$ cat src/rtl/pipeline_pkg.sv
// Shared pipeline definitions: the writeback slot record and register-file constants.
package pipeline_pkg;

    localparam int REG_ADDR_W = 5;
    localparam logic [REG_ADDR_W-1:0] REG_ZERO = 5'd0;

    typedef struct packed {
        logic                  valid;
        logic                  write;
        logic [REG_ADDR_W-1:0] addr;
        logic                  mem;
    } wb_slot_t;

    localparam wb_slot_t WB_BUBBLE = '0;

    // Builds the slot for a real decode instruction; x0 is never a write target.
    function automatic wb_slot_t make_slot(
        input logic [REG_ADDR_W-1:0] rd,
        input logic                  wr,
        input logic                  ld
    );
        wb_slot_t s;
        s.valid = 1'b1;
        s.addr  = rd;
        s.write = wr && (rd != REG_ZERO);
        s.mem   = ld && s.write;
        return s;
    endfunction

endpackage

$ cat src/rtl/event_counter.sv
// Wrapping event counter: counts cycles with en and inc both high.
module event_counter #(
    parameter int COUNT_W = 32
) (
    input  logic               clk,
    input  logic               reset,
    input  logic               en,
    input  logic               inc,
    output logic [COUNT_W-1:0] count
);

    always_ff @(posedge clk) begin
        if (reset)
            count <= '0;
        else if (en && inc)
            count <= count + 1'b1;
    end

endmodule

$ cat src/rtl/writeback_tracker.sv
// Tracks destination-register info of instructions through EX/MEM/WB slots
// for the forwarding unit, with bubble insertion, global hold and event counters.
module writeback_tracker
    import pipeline_pkg::*;
#(
    parameter int COUNT_W = 32
) (
    input  logic                  clk,
    input  logic                  reset,
    input  logic                  hold,
    input  logic                  flush,
    input  logic                  stall,
    input  logic                  id_valid,
    input  logic [REG_ADDR_W-1:0] id_rd_addr,
    input  logic                  id_write,
    input  logic                  id_mem,
    output logic                  prev1_write,
    output logic                  prev2_write,
    output logic                  prev3_write,
    output logic [REG_ADDR_W-1:0] prev1_write_addr,
    output logic [REG_ADDR_W-1:0] prev2_write_addr,
    output logic [REG_ADDR_W-1:0] prev3_write_addr,
    output logic                  prev1_mem,
    output logic                  prev2_mem,
    output logic                  prev3_mem,
    output logic [COUNT_W-1:0]    retire_count,
    output logic [COUNT_W-1:0]    stall_count,
    output logic [COUNT_W-1:0]    flush_count
);

    wb_slot_t slot1, slot2, slot3;
    wb_slot_t slot1_next;
    logic     advance;

    assign advance = !hold;

    always_comb begin
        slot1_next = WB_BUBBLE;
        if (!flush && !stall && id_valid)
            slot1_next = make_slot(id_rd_addr, id_write, id_mem);
    end

    always_ff @(posedge clk) begin
        if (reset) begin
            slot1 <= WB_BUBBLE;
            slot2 <= WB_BUBBLE;
            slot3 <= WB_BUBBLE;
        end else if (advance) begin
            slot1 <= slot1_next;
            slot2 <= slot1;
            slot3 <= slot2;
        end
    end

    // Outputs come straight from slot registers so stall (derived from prev1) cannot loop.
    assign prev1_write      = slot1.write;
    assign prev1_write_addr = slot1.addr;
    assign prev1_mem        = slot1.mem;
    assign prev2_write      = slot2.write;
    assign prev2_write_addr = slot2.addr;
    assign prev2_mem        = slot2.mem;
    assign prev3_write      = slot3.write;
    assign prev3_write_addr = slot3.addr;
    assign prev3_mem        = slot3.mem;

    event_counter #(.COUNT_W(COUNT_W)) u_retire_cnt (
        .clk   (clk),
        .reset (reset),
        .en    (advance),
        .inc   (slot3.valid),
        .count (retire_count)
    );

    event_counter #(.COUNT_W(COUNT_W)) u_stall_cnt (
        .clk   (clk),
        .reset (reset),
        .en    (advance),
        .inc   (stall && !flush && id_valid),
        .count (stall_count)
    );

    event_counter #(.COUNT_W(COUNT_W)) u_flush_cnt (
        .clk   (clk),
        .reset (reset),
        .en    (advance),
        .inc   (flush && id_valid),
        .count (flush_count)
    );

endmodule

$ cat config.mk
export PLATFORM = sky130hd
export DESIGN_NAME = writeback_tracker
export DESIGN_NICKNAME = d
export VERILOG_FILES = /design/src/rtl/pipeline_pkg.sv /design/src/rtl/event_counter.sv /design/src/rtl/writeback_tracker.sv
export SDC_FILE = /design/constraint.sdc
export NUM_CORES = 1
export LEC_CHECK = 0
export ABC_AREA = 1
export BUFFER_PORTS_ARGS = -buffer_cell sky130_fd_sc_hd__buf_2
export CORE_ASPECT_RATIO = 1.1
export CORE_UTILIZATION = 59
export DETAILED_ROUTE_END_ITERATION = 12
export PLACE_DENSITY = 0.84
export SLEW_MARGIN = 10
export SYNTH_ARGS = -nofsm -noshare
export SYNTH_HDL_FRONTEND = slang
export SYNTH_SLANG_ARGS = --single-unit
$ cat constraint.sdc
create_clock -name clk -period 4.1 [get_ports clk]
set_input_delay 1.025 -clock clk [delete_from_list [all_inputs] [get_ports clk]]
set_output_delay 1.025 -clock clk [all_outputs]
set_load 0.02 [all_outputs]
==> flow_metrics.env, run 1 <==
export IMPL_cts_buffers_inserted=17
export IMPL_row_count=38
export IMPL_worst_pin_slew_ns=0.722
export IMPL_cts_setup_buffers=0
export IMPL_drt_pass1_iter_count=5
export IMPL_crit_path_cell_trace="buf_2, inv_2, nand2_2, nor2_4, nand3_1, nor3_1, nand2_1, nand2_1, nor2_1"
export IMPL_dp_worst_setup_slack_ns=1.32
export IMPL_finish_cell_count_without_fillers=1181
export IMPL_final_layout_size_suffix_gt1_share_pct=19.5
export IMPL_yosys_register_bits=120
export IMPL_grt_overflow=0
export IMPL_chipWidth_um=99.0
export IMPL_synth_compound_area_share_pct=8.94
export IMPL_antenna_found_initial=0
export IMPL_rsz_0062_raised_after_global_routing="false"
export IMPL_die_h_um=109
export IMPL_finalSetupViolCount=0
export IMPL_hold_slack_ns=0.459
export IMPL_yosys_warnings=0
export IMPL_area_occupied_by_registers_um2=2400
export IMPL_status="finished clean"
export IMPL_final_min_period_ns=2.26
export IMPL_first_global_vias=5578
export IMPL_routabilityCongestion=0.900
export IMPL_postPlaceCellArea_um2=6770
export IMPL_yosys_area_share_adder_pct=0.615
export IMPL_htree_levels=4
export IMPL_crit_path_end_kind="flop"
export IMPL_die_area_um2=10800
export IMPL_routed_via_count=6271
export IMPL_synth_top_cell_area_share_pct=39.4
export IMPL_post_synth_mux_area_share_pct=0
export IMPL_detail_route_iter0_violations=335
export IMPL_critical_path_max_stage_delay_ns=0.35
export IMPL_finalCritPeriodShare_pct=55.2
export IMPL_drcViolationCount=0
export IMPL_synth_simple_gate_area_share_pct=40.6
export IMPL_detail_routed_net_length_per_standard_cell_um=13.1
export IMPL_design_area_um2=7330
export IMPL_num_fill_cells=847
export IMPL_portBuffers=129
export IMPL_multi_input_comb_area_um2=3200
export IMPL_dominant_combinational_cell_family_by_area_after_synthesis="simple AND/OR/NAND/NOR gates"
export IMPL_ios=130
export IMPL_cts_tree="yes"
export IMPL_hold_violations=0
export IMPL_netlist_cell_type_count=34
export IMPL_drv_slew=0
export IMPL_max_slew_margin_pct=51.8
export IMPL_syn_nets=943
export IMPL_synth_yosys_seq_area_share_pct=39.4
export IMPL_floorplan_initialDensity_pct=61.1
export IMPL_layout_setup_ws_ns=1.84
export IMPL_final_core_util_pct=73.4
export IMPL_yosys_top_cells_area="sky130_fd_sc_hd__dfxtp_1 39%, sky130_fd_sc_hd__nand2_1 13%, sky130_fd_sc_hd__nor2_1 13%, sky130_fd_sc_hd__inv_1 5.4%, sky130_fd_sc_hd__nand3_1 4.8%"
export IMPL_placeableCoreArea_um2=9980
export IMPL_timing_setup_tns_ns=0
export IMPL_detailed_place_hpwl_um=10800
export IMPL_final_ant_viol_nets=0
export IMPL_grtUsageTotal_pct=29.5
export IMPL_avgViaCountPerCell=5.31
export IMPL_power_density_nw_per_um2=368
export IMPL_main_flop_type_after_synthesis="sky130_fd_sc_hd__dfxtp_1"
export IMPL_worst_endpoint_arrival_ns=2.69
export IMPL_grt_first_pass_wirelength_um=25300
export IMPL_synth_async_reset_ratio_pct=0
export IMPL_clkSinkCount=120
export IMPL_cts_repair_resized=0
export IMPL_cts_max_path_bufs=2
export IMPL_maxCapViolations=0
export IMPL_hold_path_class="flop to flop"
export IMPL_post_layout_total_power_mw=2.69
export IMPL_detail_route_wirelength_um=15400
export IMPL_mappedNetlistArea_um2=6100
export IMPL_required_ns=4.52
export IMPL_synth_enable_flop_cells=0
export IMPL_synth_xor_area_share_pct=2.15
export IMPL_worstSetupStartpointType="input pin"
export IMPL_clockRootBuffer="sky130_fd_sc_hd__clkbuf_8"
export IMPL_clkTransAtPathRegs_ns=0.06
export IMPL_path_common_cell="sky130_fd_sc_hd__nand2_1"
export IMPL_fin_nets=1067
export IMPL_insertedDiodeCount=0
export IMPL_holdBufCountCts=0
export IMPL_skew_ns=0.00803
export IMPL_vdd_ir_drop_worst_v=0.000250
export IMPL_clock_insertion_delay_worst_skew_ns=0.52
export IMPL_yosys_area_top_type="sky130_fd_sc_hd__dfxtp_1"
export IMPL_syn_avg_cell_area_um2=6.59
export IMPL_syn_instance_count=927
export IMPL_critical_path_class="input pin to flop"
export IMPL_maximum_number_of_pins_on_one_net_before_global_route_repair=43
export IMPL_dp_cells=1152
export IMPL_crit_slowest_cell="sky130_fd_sc_hd__inv_2"
export IMPL_leakage_nw=3.14
export IMPL_area_growth_syn_to_layout_pct=20.0
export IMPL_timing_fmax_mhz=442
export IMPL_critPathMaxFanout=29
## where the power goes
| part | switching (mW) | internal [mW] | total [mW] |
|---|---|---|---|
| clock | 0.492 | 0.906 | 1.40 |
| sequential | 0.00908 | 1.18 | 1.19 |
| combinational | 0.0741 | 0.0325 | 0.107 |
## logic make-up (layout without fill, tap and decap cells)
group / after synthesis / after routing
XOR/XNOR: 15 / 15
AND/OR/NAND/NOR: 564 / 564
adder cells (fa/ha/maj): 3 / 3
AO/OA/AOI/OAI: 105 / 105
flip-flops: 120 / 120
buffers and inverters: 120 / 254
## cell type report
class	count	area share, %
Clock buffer	27	7.12
Clock inverter	2	0.478
Inverter	92	4.71
Multi-Input combinational cell	687	43.6
Sequential cell	120	32.8
Tap cell	120	2.05
Timing Repair Buffer	133	9.22
## routing by layer
layer	routed length [um]	global-route usage (%)	vias up	share of wire (%)
met5	0	0	-	0
met4	221	11.0	0	1.4
met3	1130	7.44	27	7.3
met2	7460	51.3	244	48
met1	6600	35.2	2794	43
li1	-	-	3206	-
## cells in the mapped netlist (3+ instances only)
| library cell | count |
|---|---|
| sky130_fd_sc_hd__nor3_1 | 14 |
| sky130_fd_sc_hd__nor2_1 | 209 |
| sky130_fd_sc_hd__nand2_1 | 209 |
| sky130_fd_sc_hd__dfxtp_1 | 120 |
| sky130_fd_sc_hd__ha_1 | 3 |
| sky130_fd_sc_hd__a31oi_1 | 4 |
| sky130_fd_sc_hd__inv_1 | 88 |
| sky130_fd_sc_hd__xor2_1 | 11 |
| sky130_fd_sc_hd__nand4_1 | 23 |
| sky130_fd_sc_hd__nand3_1 | 59 |
| sky130_fd_sc_hd__xnor2_1 | 4 |
| sky130_fd_sc_hd__o21ai_0 | 42 |
| sky130_fd_sc_hd__and2_1 | 3 |
| sky130_fd_sc_hd__nand2_2 | 7 |
| sky130_fd_sc_hd__buf_1 | 3 |
| sky130_fd_sc_hd__inv_2 | 3 |
| sky130_fd_sc_hd__o21a_1 | 3 |
| sky130_fd_sc_hd__nand3_2 | 5 |
| sky130_fd_sc_hd__nor2_2 | 19 |
| sky130_fd_sc_hd__a21oi_1 | 52 |
| sky130_fd_sc_hd__buf_4 | 11 |
| sky130_fd_sc_hd__nor2_4 | 8 |
| sky130_fd_sc_hd__clkbuf_1 | 12 |
## state kept, by name (all words and copies together), names as in the netlist
signal and flops:
prev1_write 1, slot2 1, prev2_write 1, prev1_mem 1
prev3_mem 1, prev3_write 1, prev2_mem 1, prev1_write_addr 5
slot1 1, slot3 1, prev3_write_addr 5, u_stall_cnt.count 32
u_flush_cnt.count 32, prev2_write_addr 5, u_retire_cnt.count 32
## worst max-delay path, delay by kind of cell
kind,cells,cell delay (ns)
AND/OR/NAND/NOR,7,1.04
buffers and inverters,2,0.61
## final timing paths
kind	startpoint	slack, ns	to	cells after the start
worst max-delay path	hold	1.84	u_stall_cnt.count[16]	9
worst min-delay path	slot1[7]	0.46	slot1[7]	2
worst max register to register	u_stall_cnt.count[0]	2.34	u_stall_cnt.count[22]	8
worst min register to register	slot1[7]	0.46	slot1[7]	2
## cell usage in the layout, fill, tap and decap left out
master                      instances
sky130_fd_sc_hd__nor2_1           209
sky130_fd_sc_hd__o21a_1             3
sky130_fd_sc_hd__nor3_2             2
sky130_fd_sc_hd__and2_1             3
sky130_fd_sc_hd__bufinv_16          1
sky130_fd_sc_hd__inv_2              4
sky130_fd_sc_hd__nor2_2            19
sky130_fd_sc_hd__buf_4              4
sky130_fd_sc_hd__dfxtp_1          120
sky130_fd_sc_hd__nor3_4             1
sky130_fd_sc_hd__clkbuf_8           8
sky130_fd_sc_hd__ha_1               3
sky130_fd_sc_hd__a31oi_1            4
sky130_fd_sc_hd__buf_2            129
sky130_fd_sc_hd__a21oi_1           52
sky130_fd_sc_hd__o21ai_0           42
sky130_fd_sc_hd__o21ai_1            1
sky130_fd_sc_hd__inv_1             88
sky130_fd_sc_hd__a211oi_1           2
sky130_fd_sc_hd__nor3_1            14
sky130_fd_sc_hd__nor3b_1            2
sky130_fd_sc_hd__nor3b_2            1
sky130_fd_sc_hd__nand3_2            5
sky130_fd_sc_hd__clkinv_2           1
sky130_fd_sc_hd__nand4_1           23
sky130_fd_sc_hd__clkbuf_1           3
sky130_fd_sc_hd__and3_1             1
sky130_fd_sc_hd__nand2_2            7
sky130_fd_sc_hd__xnor2_1            4
sky130_fd_sc_hd__xor2_1            11
sky130_fd_sc_hd__nand3_1           59
sky130_fd_sc_hd__o21bai_1           1
sky130_fd_sc_hd__nor2_4             8
sky130_fd_sc_hd__nand2_1          209
sky130_fd_sc_hd__clkbuf_16         16
sky130_fd_sc_hd__nand2_4            1
Note: power is estimated with default switching activity, not from simulation.
==> run 2, diff against run 1 <==
Settings changed: ABC_AREA 1 to 0, CORE_UTILIZATION 59 to 48, PLACE_DENSITY 0.84 to 0.75.
Clock period 4.1 ns to 2 ns, I/O delays scaled along.
==> run 2 against run 1 <==
Compared with the run above: final area is 3.8% lower; utilization is 8.5 points lower; clock power is 140% higher; combinational power is 25% higher; non-clock buffer count is 50 higher; die area is 7.3% higher; wire length is 15% lower; count of clock-buffer cells in the layout is 8 lower; hold slack worse by 0.12 ns; critical path depth is 4 lower; global-route usage is 5.6 points lower; largest cell class unchanged; largest power group unchanged.
==> flow_metrics.env, run 2 <==
export IMPL_global_route_peak_usage_layer="met2"
export IMPL_routabilityCongestion=0.868
export IMPL_layout_commonest_cell="sky130_fd_sc_hd__buf_2"
export IMPL_detail_routed_net_length_per_standard_cell_um=14.2
export IMPL_critPathMaxFanout=8
export IMPL_insertedDiodeCount=0
export IMPL_critical_path_class="flop to flop"
export IMPL_postPlaceCellArea_um2=6390
export IMPL_detail_route_wirelength_um=13100
export IMPL_detail_route_iter0_violations=217
export IMPL_maximum_number_of_pins_on_one_net_before_global_route_repair=57
export IMPL_main_flop_type_after_synthesis="sky130_fd_sc_hd__dfxtp_1"
export IMPL_leakage_nw=3.08
export IMPL_antenna_found_initial=0
export IMPL_drv_slew=0
export IMPL_final_min_period_ns=1.93
export IMPL_yosys_area_top_type="sky130_fd_sc_hd__dfxtp_1"
export IMPL_design_area_um2=7050
export IMPL_die_h_um=113
export IMPL_yosys_register_bits=120
export IMPL_grtUsageTotal_pct=23.9
export IMPL_worst_endpoint_arrival_ns=2.27
export IMPL_skew_ns=0.00712
export IMPL_met1_track_demand_over_resource_pct=29.6
export IMPL_vdd_ir_drop_worst_v=0.000563
export IMPL_largest_registers="u_flush_cnt.count x32, u_retire_cnt.count x32, u_stall_cnt.count x32"
export IMPL_cts_tree="yes"
export IMPL_finalCritPeriodShare_pct=96.5
export IMPL_met3_resource_use_gr_pct=6.35
export IMPL_area_occupied_by_registers_um2=2400
export IMPL_synth_async_reset_ratio_pct=0
export IMPL_hold_path_class="input pin to flop"
export IMPL_power_frac_seq_pct=41.1
export IMPL_crit_slowest_cell="sky130_fd_sc_hd__or4_1"
export IMPL_power_density_nw_per_um2=829
export IMPL_grt_first_pass_wirelength_um=21700
export IMPL_clockRootBuffer="sky130_fd_sc_hd__clkbuf_16"
export IMPL_syn_nets=614
export IMPL_mappedNetlistArea_um2=5330
export IMPL_grt_overflow=0
export IMPL_layout_common_cells="128 x sky130_fd_sc_hd__buf_2, 118 x sky130_fd_sc_hd__dfxtp_1, 111 x sky130_fd_sc_hd__nor2_1"
export IMPL_clock_insertion_delay_worst_skew_ns=0.42
export IMPL_yosys_warnings=0
export IMPL_timing_fmax_mhz=518
export IMPL_critical_path_max_stage_delay_ns=0.56
export IMPL_avgViaCountPerCell=5.34
export IMPL_row_count=40
export IMPL_timing_setup_tns_ns=0
export IMPL_status="finished clean"
export IMPL_power_frac_clock_pct=56.6
export IMPL_routed_via_count=4925
export IMPL_floorplan_initialDensity_pct=49.1
export IMPL_syn_instance_count=598
export IMPL_clkSinkCount=120
export IMPL_netSwitchingPower_mw=1.23
export IMPL_die_area_um2=11500
export IMPL_area_growth_syn_to_layout_pct=32.1
export IMPL_drt_pass1_iter_count=4
export IMPL_detailed_place_hpwl_um=9310
export IMPL_required_ns=2.34
export IMPL_final_layout_size_suffix_gt1_share_pct=29.9
export IMPL_worstSetupStartpointType="flop"
export IMPL_groute_layer_met2_usage_pct=39.0
export IMPL_htree_levels=4
export IMPL_synth_common_cells="120 x sky130_fd_sc_hd__dfxtp_1, 111 x sky130_fd_sc_hd__nor2_1, 40 x sky130_fd_sc_hd__xnor2_1, 37 x sky130_fd_sc_hd__xor2_1"
export IMPL_cts_buffers_inserted=17
export IMPL_synth_enable_flop_cells=0
export IMPL_synth_most_common_cell="sky130_fd_sc_hd__dfxtp_1"
export IMPL_portBuffers=129
export IMPL_p_sw_share_pct=21.1
export IMPL_first_global_vias=4590
export IMPL_final_ant_viol_nets=0
export IMPL_yosys_top_cells_area="sky130_fd_sc_hd__dfxtp_1 45%, sky130_fd_sc_hd__nor2_1 7.8%, sky130_fd_sc_hd__xnor2_1 6.6%, sky130_fd_sc_hd__xor2_1 6.1%, sky130_fd_sc_hd__nand4_1 3.6%"
export IMPL_crit_path_end_kind="flop"
export IMPL_max_slew_margin_pct=70.2
export IMPL_ios=130
export IMPL_multi_input_comb_area_um2=2710
export IMPL_placeableCoreArea_um2=10900
export IMPL_worst_pin_slew_ns=0.447
export IMPL_synth_top_cell_area_share_pct=45.0
export IMPL_num_fill_cells=905
export IMPL_power_share_combinational_pct=2.3
export IMPL_syn_avg_cell_area_um2=8.92
export IMPL_drcViolationCount=0
export IMPL_maxCapViolations=0
export IMPL_clkTransAtPathRegs_ns=0.06
export IMPL_finalSetupViolCount=0
export IMPL_netlist_cell_type_count=49
export IMPL_hold_violations=0
export IMPL_cts_max_path_bufs=2
export IMPL_crit_path_cell_trace="and4_1, and3_1, nand4_1, or4_1, a21oi_1"
export IMPL_chipWidth_um=103
export IMPL_synth_yosys_seq_area_share_pct=45.0
export IMPL_fin_nets=779
export IMPL_p_int_mw=4.61
-- run 2: cell types whose count changed in the layout (fill, tap and decap cells not counted), moves of 17 or more --
cell                      delta
sky130_fd_sc_hd__xnor2_1    +36
sky130_fd_sc_hd__nor2_1     -98
sky130_fd_sc_hd__xor2_1     +26
sky130_fd_sc_hd__mux2i_1    +18
sky130_fd_sc_hd__inv_1      -78
sky130_fd_sc_hd__o21ai_0    -38
sky130_fd_sc_hd__and3_1     +17
sky130_fd_sc_hd__buf_4      +50
sky130_fd_sc_hd__a21oi_1    -36
sky130_fd_sc_hd__nand3_1    -33
sky130_fd_sc_hd__nand2_1   -178
sky130_fd_sc_hd__nor2_2     -19
-- run 2: logic make-up after synthesis --
family                   count (synthesis)  synth area share [%]
XOR/XNOR                                77                  12.6
buffers and inverters                   47                  4.29
flip-flops                             120                  45.0
AND/OR/NAND/NOR                        294                  29.0
multiplexers                            22                  4.22
adder cells (fa/ha/maj)                  3                 0.704
AO/OA/AOI/OAI                           35                  4.06
-- run 2: layout make-up --
type | instances | share of cell area, %
inverters | 10 | 0.533
flip-flops and latches | 120 | 34.1
well taps | 147 | 2.61
clock buffers | 19 | 6.43
repair buffers | 183 | 15.1
multi-input cells | 431 | 38.4
clock inverters | 13 | 2.73
-- run 2: worst max-delay path, delay by kind of cell (launching register included) --
kind,cells,cell delay (ns)
AOI/OAI and AO/OA,1,0.15
and+or+nand+nor,4,1.31
DFF,1,0.39
-- run 2: power groups by stage --
stage | clock network (mW) | logic, mW | registers [mW]
6_report | 3.31 | 0.134 | 2.40
5_1_grt | 3.47 | 0.145 | 2.40
4_1_cts | 3.34 | 0.134 | 2.40
3_5_place_dp | 0 | 0.133 | 2.46
3_3_place_gp | 0 | 0.130 | 2.45
2_1_floorplan | 0 | 0.0769 | 2.46
-- run 2: per-stage QoR --
stage          utilization, %  power (mW)  hold slack (ns)  cells  setup WS (ns)
5_1_grt                  64.9        6.01            0.356    923        -0.0237
3_5_place_dp             58.8        2.59            0.482    890        -0.0903
6_report                 64.9        5.84            0.341    923         0.0702
2_1_floorplan               -        2.54            0.460    598        0.00483
3_3_place_gp             58.8        2.58            0.469    890        -0.0552
4_1_cts                  64.7        5.88            0.329    922         0.0704
-- run 2: final timing paths --
path                            slack [ns]  cells after the start                   from                     to
worst min register to register        0.49                      2              prev1_mem              prev1_mem
worst min-delay path                  0.34                      3          id_rd_addr[1]    prev1_write_addr[1]
worst max-delay path                  0.07                      5  u_stall_cnt.count[15]  u_stall_cnt.count[26]
worst max register to register        0.07                      5  u_stall_cnt.count[15]  u_stall_cnt.count[26]
-- run 2: what timing repair did --
action | CTS | global route
endpoints found under the setup margin | 0 | 7
gates resized for setup | 0 | 2
hold endpoints to repair | 0 | 0
hold buffers | 0 | 0
setup buffers | 0 | 1
-- run 2: routing by layer --
| metal | vias to the layer above | wire length [um] |
|---|---|---|
| met2 | 150 | 6530 |
| met3 | 27 | 698 |
| li1 | 2405 | - |
| met1 | 2343 | 5600 |
| met4 | 0 | 236 |
| met5 | - | 0 |
==> run 3, diff against run 2 <==
Settings changed: CORE_UTILIZATION 48 to 57, CTS_CLUSTER_DIAMETER from default to 100, PLACE_DENSITY 0.75 to 0.83, SETUP_SLACK_MARGIN from default to 0.2.
Clock period 2 ns to 2.4 ns, I/O delays scaled along.
==> run 3 against run 2 <==
Compared with the run above: maximum frequency down 9.0%; cell count down 7.6%; clock skew up 0.0061 ns; register-to-register slack better by 0.21 ns; hold slack worse by 0.0069 ns; critical path depth unchanged; count of clock-buffer cells in the layout down 2; clock power down 26%; largest power group unchanged.
==> flow_metrics.env, run 3 (same netlist as run 2, synthesis figures left out) <==
export IMPL_finalSetupViolCount=0
export IMPL_cts_buffers_inserted=17
export IMPL_finalCritPeriodShare_pct=88.3
export IMPL_area_growth_syn_to_layout_pct=25.0
export IMPL_crit_path_cell_trace="nand4_1, or4_4, nor3_4, nor3b_2, mux2_1"
export IMPL_critical_path_class="flop to flop"
export IMPL_timing_fmax_mhz=472
export IMPL_finish_cell_count_without_fillers=853
export IMPL_clkTransAtPathRegs_ns=0.06
export IMPL_grtUsageTotal_pct=27.4
export IMPL_required_ns=2.80
export IMPL_detail_route_iter0_violations=179
export IMPL_leakage_nw=2.86
export IMPL_die_h_um=103
export IMPL_worst_endpoint_arrival_ns=2.52
export IMPL_antenna_found_initial=0
export IMPL_worstSetupStartpointType="flop"
export IMPL_worst_pin_slew_ns=0.499
export IMPL_vdd_ir_drop_worst_v=0.000528
export IMPL_cts_tree="yes"
export IMPL_final_min_period_ns=2.12
export IMPL_cts_repair_resized=0
export IMPL_row_count=36
export IMPL_detailed_place_hpwl_um=8570
export IMPL_portBuffers=129
export IMPL_num_fill_cells=670
export IMPL_cts_setup_buffers=0
export IMPL_cts_max_path_bufs=2
export IMPL_post_layout_total_power_mw=4.57
export IMPL_hold_violations=0
export IMPL_clockRootBuffer="sky130_fd_sc_hd__clkbuf_8"
export IMPL_grt_first_pass_wirelength_um=21100
export IMPL_routabilityCongestion=0.832
export IMPL_drv_slew=0
export IMPL_chipWidth_um=94.2
export IMPL_drcViolationCount=0
export IMPL_power_density_nw_per_um2=686
export IMPL_maxCapViolations=0
export IMPL_layout_setup_ws_ns=0.280
export IMPL_avgViaCountPerCell=5.64
export IMPL_floorplan_initialDensity_pct=59.5
export IMPL_routed_via_count=4815
export IMPL_ios=130
export IMPL_critical_path_n_buffers_inverters=0
export IMPL_layout_commonest_cell="sky130_fd_sc_hd__buf_2"
export IMPL_dp_cells=821
export IMPL_fin_nets=742
export IMPL_critPathMaxFanout=5
export IMPL_hold_path_class="input pin to flop"
export IMPL_detail_route_wirelength_um=13100
export IMPL_crit_slowest_cell="sky130_fd_sc_hd__or4_4"
export IMPL_dp_worst_setup_slack_ns=0.0247
export IMPL_critical_path_max_stage_delay_ns=0.57
export IMPL_layout_common_cells="128 x sky130_fd_sc_hd__buf_2, 117 x sky130_fd_sc_hd__dfxtp_1, 111 x sky130_fd_sc_hd__nor2_1"
export IMPL_grt_overflow=0
export IMPL_final_core_util_pct=74.4
export IMPL_die_area_um2=9750
export IMPL_timing_critical_path_max_delay_family="simple AND/OR/NAND/NOR gates"
export IMPL_maximum_number_of_pins_on_one_net_before_global_route_repair=62
export IMPL_first_global_vias=4579
export IMPL_skew_ns=0.0132
export IMPL_drt_pass1_iter_count=4
export IMPL_placeableCoreArea_um2=8960
export IMPL_htree_levels=4
export IMPL_crit_path_end_kind="flop"
export IMPL_holdBufCountCts=0
export IMPL_largest_registers="u_flush_cnt.count x32, u_retire_cnt.count x32, u_stall_cnt.count x32"
export IMPL_max_slew_margin_pct=66.7
export IMPL_clock_insertion_delay_worst_skew_ns=0.51
export IMPL_clkSinkCount=120
export IMPL_rsz_0062_raised_after_global_routing="false"
export IMPL_status="finished clean"
export IMPL_final_layout_size_suffix_gt1_share_pct=26.5
export IMPL_detail_routed_net_length_per_standard_cell_um=15.3
export IMPL_timing_setup_tns_ns=0
export IMPL_final_ant_viol_nets=0
export IMPL_insertedDiodeCount=0
run 3: worst paths after layout:
kind | startpoint | endpoint | slack [ns] | cells past startpoint
worst max register to register | u_stall_cnt.count[3] | u_stall_cnt.count[31] | 0.28 | 5
worst max-delay path | u_stall_cnt.count[3] | u_stall_cnt.count[31] | 0.28 | 5
worst min register to register | prev1_write | prev1_write | 0.50 | 2
worst min-delay path | id_rd_addr[3] | prev1_write_addr[3] | 0.33 | 3
run 3: per-layer routing:
metal / up-vias / GRT usage [%] / part of all wire [%]
met5: - / 0 / 0
met4: 0 / 11.0 / 1.4
met3: 17 / 6.14 / 5.4
met2: 160 / 47.7 / 50
met1: 2302 / 32.9 / 43
li1: 2336 / - / -
run 3: area by class of cell:
class,count,area [um2],area share (%)
clock buffers,17,414,6.21
clock inverters,15,168,2.52
inverters,10,37.5,0.563
multi-input cells,431,2710,40.6
flip-flops and latches,120,2410,36.1
well taps,114,143,2.14
repair buffers,146,788,11.8
run 3: tightest hold or removal path, cell delays in order:
cell and delay [ns]:
sky130_fd_sc_hd__buf_2 0.08, sky130_fd_sc_hd__a22oi_1 0.05, sky130_fd_sc_hd__nor2_1 0.07
run 3: power breakdown:
| part | leakage [nW] | internal, mW | switching [mW] |
|---|---|---|---|
| Combinational | 1.61 | 0.0356 | 0.0679 |
| Sequential | 0.968 | 2.00 | 0.00528 |
| Clock | 0.280 | 1.49 | 0.968 |
| Total | 2.86 | 3.53 | 1.04 |
run 3: through the flow:
step	hold slack (ns)	area [um2]
after floorplan	0.460	5330
after global placement	0.471	6070
after detailed placement	0.482	6070
after CTS	0.319	6660
after global routing	0.330	6670
final	0.334	6670
